<file path="config.mk">
export PLATFORM = sky130hd
export DESIGN_NAME = aes_mode_ctrl
export DESIGN_NICKNAME = d
export VERILOG_FILES = /design/src/rtl/aes_pkg.sv /design/src/rtl/aes_mode_ctrl.sv
export SDC_FILE = /design/constraint.sdc
export NUM_CORES = 2
export LEC_CHECK = 0
export CORE_AREA = 2 2 358 360
export CTS_BUF_LIST = sky130_fd_sc_hd__clkbuf_8
export CTS_CLUSTER_SIZE = 16
export DETAILED_ROUTE_END_ITERATION = 8
export DIE_AREA = 0 0 360 362
export GPL_ROUTABILITY_DRIVEN = 0
export SLEW_MARGIN = 30
export SYNTH_ARGS = -nofsm -noshare
export SYNTH_HDL_FRONTEND = slang
export SYNTH_SLANG_ARGS = --single-unit
</file>
<file path="constraint.sdc">
create_clock -name clk -period 19.3 [get_ports clk]
set_input_delay 2.895 -clock clk [delete_from_list [all_inputs] [get_ports clk]]
set_output_delay 2.895 -clock clk [all_outputs]
set_load 0.01 [all_outputs]
</file>
<file path="src/rtl/aes_pkg.sv">
// Shared definitions for the AES mode controller.
//  AES_BLK_W          : cipher block / key / IV width (AES-128 only)
//  MODE_* / DIR_*     : cfg_mode and cfg_dir encodings
//  state_t            : controller FSM states
package aes_pkg;

  localparam int AES_BLK_W = 128;

  localparam logic MODE_ECB = 1'b0;
  localparam logic MODE_CBC = 1'b1;

  localparam logic DIR_ENC  = 1'b0;
  localparam logic DIR_DEC  = 1'b1;

  typedef enum logic [2:0] {
    ST_IDLE = 3'd0,
    ST_LOAD = 3'd1,
    ST_RUN  = 3'd2,
    ST_OUT  = 3'd3,
    ST_DONE = 3'd4,
    ST_ERR  = 3'd5
  } state_t;

endpackage

</file>
<file path="src/rtl/aes_mode_ctrl.sv">
// Multi-block AES-128 mode controller.
// Streams msg_len blocks one at a time through an external single-block
// cipher engine in ECB or CBC mode, encrypt or decrypt, and owns the IV
// chaining, block counting, stream handshakes and the engine timeout.
// Ports:
//  clk, rest                  clock, async active-high reset
//  cfg_mode/dir/key/iv,msg_len message configuration, latched at accepted msg_start
//  msg_start                  start pulse, accepted in IDLE only
//  in_valid/in_ready/in_data  input block stream (in_ready only in LOAD)
//  out_valid/out_ready/out_data/out_last  output block stream
//  busy, done, error          status (done one-cycle pulse, error sticky)
//  core_start/dir/din/key     request to the cipher engine
//  core_dout/core_done        engine result
module aes_mode_ctrl
  import aes_pkg::*;
#(
  parameter int BLK_W   = AES_BLK_W,
  parameter int CNT_W   = 8,
  parameter int TIMEOUT = 64
) (
  input  logic             clk,
  input  logic             rest,
  input  logic             cfg_mode,
  input  logic             cfg_dir,
  input  logic [BLK_W-1:0] cfg_key,
  input  logic [BLK_W-1:0] cfg_iv,
  input  logic [CNT_W-1:0] msg_len,
  input  logic             msg_start,
  input  logic             in_valid,
  output logic             in_ready,
  input  logic [BLK_W-1:0] in_data,
  output logic             out_valid,
  input  logic             out_ready,
  output logic [BLK_W-1:0] out_data,
  output logic             out_last,
  output logic             busy,
  output logic             done,
  output logic             error,
  output logic             core_start,
  output logic             core_dir,
  output logic [BLK_W-1:0] core_din,
  output logic [BLK_W-1:0] core_key,
  input  logic [BLK_W-1:0] core_dout,
  input  logic             core_done
);

  localparam int               TMR_W   = $clog2(TIMEOUT + 1);
  localparam logic [TMR_W-1:0] TMR_MAX = TMR_W'(TIMEOUT);
  localparam logic [CNT_W-1:0] CNT_ONE = CNT_W'(1);

  state_t             state;
  logic               mode_q;
  logic               dir_q;
  logic [BLK_W-1:0]   key_q;
  logic [BLK_W-1:0]   chain_q;
  logic [BLK_W-1:0]   din_q;
  logic [BLK_W-1:0]   out_data_q;
  logic               out_last_q;
  logic [CNT_W-1:0]   len_q;
  logic [CNT_W-1:0]   cnt_q;
  logic [TMR_W-1:0]   tmr_q;
  logic               error_q;
  logic               start_q;

  logic               cbc_enc;
  logic               cbc_dec;

  assign cbc_enc = (mode_q == MODE_CBC) && (dir_q == DIR_ENC);
  assign cbc_dec = (mode_q == MODE_CBC) && (dir_q == DIR_DEC);

  always_ff @(posedge clk or posedge rest) begin
    if (rest) begin
      state      <= ST_IDLE;
      mode_q     <= 1'b0;
      dir_q      <= 1'b0;
      key_q      <= '0;
      chain_q    <= '0;
      din_q      <= '0;
      out_data_q <= '0;
      out_last_q <= 1'b0;
      len_q      <= '0;
      cnt_q      <= '0;
      tmr_q      <= '0;
      error_q    <= 1'b0;
      start_q    <= 1'b0;
    end else begin
      // core_start is a single-cycle pulse in the first RUN cycle
      start_q <= 1'b0;
      case (state)
        ST_IDLE: begin
          if (msg_start) begin
            mode_q  <= cfg_mode;
            dir_q   <= cfg_dir;
            key_q   <= cfg_key;
            chain_q <= cfg_iv;
            len_q   <= msg_len;
            cnt_q   <= '0;
            error_q <= 1'b0;
            state   <= (msg_len == '0) ? ST_DONE : ST_LOAD;
          end
        end
        ST_LOAD: begin
          if (in_valid) begin
            // CBC encrypt whitens the plaintext before the cipher; every
            // other mode feeds the block straight through. din_q also
            // serves as the next chain value for CBC decrypt.
            din_q   <= cbc_enc ? (in_data ^ chain_q) : in_data;
            tmr_q   <= '0;
            start_q <= 1'b1;
            state   <= ST_RUN;
          end
        end
        ST_RUN: begin
          // A done coincident with our own start pulse is stale and ignored.
          // A done arriving exactly at the timeout limit still wins.
          if (core_done && !start_q) begin
            out_data_q <= cbc_dec ? (core_dout ^ chain_q) : core_dout;
            out_last_q <= (cnt_q == len_q - CNT_ONE);
            if (mode_q == MODE_CBC)
              chain_q <= (dir_q == DIR_DEC) ? din_q : core_dout;
            state <= ST_OUT;
          end else if (tmr_q == TMR_MAX) begin
            error_q <= 1'b1;
            state   <= ST_ERR;
          end else begin
            tmr_q <= tmr_q + 1'b1;
          end
        end
        ST_OUT: begin
          if (out_ready) begin
            cnt_q <= cnt_q + CNT_ONE;
            state <= out_last_q ? ST_DONE : ST_LOAD;
          end
        end
        ST_DONE: state <= ST_IDLE;
        ST_ERR:  state <= ST_IDLE;
        default: state <= ST_IDLE;
      endcase
    end
  end

  assign busy       = (state == ST_LOAD) || (state == ST_RUN) ||
                      (state == ST_OUT)  || (state == ST_DONE);
  assign in_ready   = (state == ST_LOAD);
  assign out_valid  = (state == ST_OUT);
  assign done       = (state == ST_DONE);
  assign error      = error_q;
  assign out_data   = out_data_q;
  assign out_last   = out_last_q;
  assign core_start = start_q;
  assign core_dir   = dir_q;
  assign core_din   = din_q;
  assign core_key   = key_q;

endmodule
</file>
After elaboration in Yosys (flattened, before gate mapping)
Cells that the tools add are included.
Widths: inputs -> output; s select.
{"block": "totals", "regBits": 543, "input_bits": 528, "out_inout_bits": 392}
{"block": "classes", "n_addsub": 3, "eq_ne": 15, "mux": 28, "n_bitwise": 3, "reduce_logical": 20}
{"op": "$mux 128", "n": 6}
{"op": "$pmux 128 s2", "n": 1}
{"op": "$xor 128x128->128", "n": 2}
{"op": "$mux 3", "n": 7}
{"op": "$mux 7", "n": 3}
{"op": "$mux 8", "n": 2}
{"op": "$pmux 8 s2", "n": 1}
{"op": "$reduce_and 4->1", "n": 4}
{"op": "$ne 2x2->1 const B", "n": 7}
{"op": "$pmux 7 s2", "n": 1}
{"op": "$pmux 3 s4", "n": 1}
{"op": "$add 8x1->8 const B", "n": 1}
{"op": "$eq 8x8->1", "n": 1}
{"op": "$logic_not 8->1", "n": 1}
{"op": "$sub 8x1->8 const B", "n": 1}
{"op": "$add 7x1->7 const B", "n": 1}
{"op": "$eq 7x7->1 const B", "n": 1}
{"op": "$eq 3x2->1 const B", "n": 2}
{"op": "$reduce_and 2->1", "n": 3}
{"op": "$reduce_bool 2->1", "n": 3}
{"op": "$mux 1", "n": 5}
{"op": "$eq 3x1->1 const B", "n": 1}
{"op": "$eq 3x3->1 const B", "n": 1}
{"op": "$logic_and 1x1->1", "n": 3}
{"op": "other kinds (8)", "n": 10}

Longest topological paths before layout
{"block": "depth", "depth_word": 4, "mapped_depth": 11, "ltp_nobuf": 7}

Least setup slack after synthesis
OpenSTA, ideal clock, no wires.
{"block": "synth_path", "path_type": "input -> register", "from": "in core_done", "to": "reg chain_q[12]", "setup_time_ns": 0.125, "t_arrival_ns": 4.075, "slack_ns": 15.100, "cell_stages": 9, "path_cell_list": "nor2b_1 -> and2_1 -> o22ai_4 -> buf_6 -> buf_6 -> buf_12 -> buf_8 -> nand2_2 -> o21ai_2"}
{"block": "synth_between", "elab_chain_cells": 3}
{"element": "start: declaration", "line_no": "aes_mode_ctrl.sv:44", "rtl": "input logic core_done"}
{"element": "$logic_and 1x1->1", "line_no": "aes_mode_ctrl.sv:116", "rtl": "if (core_done && !start_q) begin"}
{"element": "$ne 2x2->1 (no line)"}
{"element": "$reduce_and 4->1 (no line)"}
{"element": "end signal: assignment", "line_no": "aes_mode_ctrl.sv:95", "rtl": "chain_q <= cfg_iv;"}
{"element": "end signal: assignment", "line_no": "aes_mode_ctrl.sv:120", "rtl": "chain_q <= (dir_q == DIR_DEC) ? din_q : core_dout;"}
{"element": "end: declaration", "line_no": "aes_mode_ctrl.sv:55", "rtl": "logic [BLK_W-1:0] chain_q;"}
No other way between the ends.
A chain may end at the register's enable or synchronous reset.

==> results.md <==
- Layout cell share with drive strength beyond 1: 9.49%
- Crit share post-route: 31.9%
- FF-to-FF path depth: 6
- CP startpoint: rest
- Antenna viol nets, final: 0
- Drt wl/cell: slightly below 20 µm
- CTS Buffer Depth: 3
- Total iterations of the first detailed-routing run: 5
- Crit-path most repeated cell: buf_4
- Number of DRC markers in iteration 0: 1,183
- Final setup violation count: 0
- Worst IR Drop VDD: between 0.06 and 0.07 mV
- Starting Density: approximately a fifth
- Core Box Area: 0.127 mm²
- RSZ-0062 raised after global routing: no
- Drt total wl: approximately 100,000 µm
- Hold Crit Depth: 2
- Post-synth top flop: dfrtp_1
- Critical Path Sink: out_data[97]$_DFFE_PP0P_
- Async SR Flop Fraction: 100%
- Leading cell types by count after synthesis: nand2_1, dfrtp_1, o21ai_0
- First-pass GRT wire length: ~150,000 µm
- DR DRC count: 0
- Grt total ovfl: 0
- Reg2reg setup slack: 15.43 ns
- Max Slew Vio Count: 0
- Number of flops mapped to enable cells by yosys: 0
- Port Buf Inserts: approximately 900
- Final instance area: 0.0387 mm²
- Setup Fix Bufs, Post-CTS: 0
- Status: completed
- Critical Path Stages: 6
- FMAX: 0.162 GHz
- Initial antenna violation count: 19
- Netlist Area Pre-Place: 0.0258 mm²
- TritonCTS buffer count: 102
- Die area: 0.130 mm²
- IO Count: 920
- Syn_nets: 3,195
- Req. time, crit path: 20.14 ns
- Clock Pin Slew Worst Setup and Hold Paths: 0.06 ns
- Worst path slowest cell: buf_4
- Final TNS setup: 0 ns
- Crit end category: asynchronous set/reset pin
- CTS tree: done
- CP Class: input pin to asynchronous set/reset pin
- Power per Cell Area: 157 mW/mm²
- Crit path cell chain: clkdlybuf4s50_1 > inv_8 > buf_4 > buf_4 > buf_6 > buf_4
- Clk sinks: 543
- Top cell type's share of synthesized area: 52.6%
- Post-synth cell types: 48
- Overall Global Routing Usage: about 15%
- Synth warnings: 0
- Worst r2r src: state[2]$_DFFE_PP0P_
- Setup Skew: 0.0435 ns
- Post-layout power: 6.09 mW
- Most common cell in the netlist: nand2_1
- Row count: roughly 130
- Tmin final: 6.17 ns
- #FFs+latches synth: 543
- RR Endpoint: chain_q[66]$_DFFE_PP0P_
- Worst hold path type: register to register
- Startpoint types: input pin
- Largest net degree at the start of global routing: 140
- Worst skew pair latency: approximately 0.8 ns
- Vias per cell: just over 4
- Sequential share of the synthesized area: 52.6%
- Worst-margin pin slew: 1.09 ns
- WP data arrival: about 7 ns
- Vias in the first global route: 22,234
- Area Overhead vs Synth: 50.0%
- Layout net count: 4,071
- Ranking of synthesized cells by area: dfrtp_1, nand2_1, xor2_1, o21ai_0, mux2_2
- Hold Buf Count CTS: 0
- Root buf cell: clkbuf_8
- Post-cts gate resize count: 0
- Leak: ~16 nW
- Placed cell area: 0.0366 mm²
- CP max FO: ~110
- Crit-path leading delay family: buffers and inverters
- H-Tree Depth: 3
- Syn_area_per_cell: 9.70 µm²
- Critical Path Max Stage Delay: between 0.7 and 0.8 ns
- CP bufs+invs: 6
- Die Ht: roughly 360 µm
- Layout Utilization: 30.6%
- Final Hold Viols: 0
- Syn Inst Count: 2,663
- Detailed placement HPWL: ~75,000 µm
- Max-capacitance violation count: 0
- Post-synth top area cell: dfrtp_1
- Via count: 21,908
- Slew Limit Headroom: 27.2%
- Die width: between 300 and 400 µm
==> placed cells by master, fill, tap and decap left out, types with 3 or more instances in the layout <==
master           Yosys  layout
clkdlybuf4s50_1      0     919
nand2_1            647     645
dfrtp_1            543     542
o21ai_0            350     350
xor2_1             268     268
nor2_1             145     145
a21oi_1            137     137
mux2_2             136     136
mux2i_1            129     129
clkbuf_8             0     124
inv_1                9      47
o21ai_1             29      29
buf_4                1      25
nand2_2             10      10
o21ai_2             10      10
diode_2              0       8
nand3_1              8       8
xnor2_1              8       8
clkinv_2             0       7
nor4_1               6       6
nand4_1              6       6
nand2b_1             5       5
nor2b_1              5       4
ha_1                 4       4
inv_12               0       3
clkinvlp_4           0       3
buf_16               0       3
==> through the flow <==
| stage | hold slack, ns | setup WS, ns | instances |
|---|---|---|---|
| floorplan | 0.471 | 1.23 | 2663 |
| global placement | 0.460 | 11.91 | 5094 |
| detailed placement | 0.469 | 11.87 | 5095 |
| CTS | 0.482 | 12.83 | 5275 |
| global route | 0.504 | 12.55 | 5284 |
| finish | 0.475 | 13.13 | 5285 |
==> worst register-to-register path: stages, from the launching register on <==
cell and delay, ns:
dfrtp_1 0.53, or3b_4 0.66, o22ai_4 0.22, buf_4 0.44, buf_4 0.62, buf_4 0.82
o21ai_0 0.38
==> worst min-delay path by stage <==
stage | startpoint | endpoint | slack, ns
final | out_data[49]$_DFFE_PP0P_ | out_data[49]$_DFFE_PP0P_ | 0.47
after global routing | out_data[106]$_DFFE_PP0P_ | out_data[106]$_DFFE_PP0P_ | 0.50
after global placement | out_data[68]$_DFFE_PP0P_ | out_data[68]$_DFFE_PP0P_ | 0.46
after detailed placement | out_data[68]$_DFFE_PP0P_ | out_data[68]$_DFFE_PP0P_ | 0.47
after floorplan | chain_q[100]$_DFFE_PP0P_ | chain_q[100]$_DFFE_PP0P_ | 0.47
after CTS | out_data[49]$_DFFE_PP0P_ | out_data[49]$_DFFE_PP0P_ | 0.48
==> power breakdown <==
| part | internal (mW) | leakage, nW | switching, mW |
|---|---|---|---|
| Combinational | 1.37 | 8.19 | 1.50 |
| Sequential | 1.68 | 6.74 | 0.393 |
| Clock | 0.608 | 1.19 | 0.543 |
| Total | 3.65 | 16.1 | 2.44 |
==> state kept, by name (all words and copies together) (netlist names) <==
name and flops:
cnt_q 8, len_q 8, tmr_q 7, out_data 128, core_din 128, chain_q 128
core_start 1, core_key 128, mode_q 1, out_last 1, core_dir 1, state 3
error 1
==> cells by family after synthesis <==
group	count (synthesis)	synth area share, %
muxes	265	10.9
adders and majority gates	4	0.194
DFF	543	52.6
buffers and inverters	187	3.15
and+or+nand+nor	846	12.8
AOI/OAI and AO/OA	542	10.9
xor gates and xnor gates	276	9.36
==> cell type report <==
type	count	area, µm²
fill	13146	88000
sequential	543	13600
multi-input combinational	1933	11500
timing repair buffer	950	9510
tap	1662	2080
clock buffer	124	1710
clock inverter	56	330
inverter	9	41.3
antenna	8	20.0
==> metal layers <==
metal	track usage [%]	share of wire, %
met5	0	0.090
met4	5.68	2.9
met3	4.83	7.7
met2	25.8	48
met1	18.7	41
No activity file was read; power rests on OpenSTA's default activity.
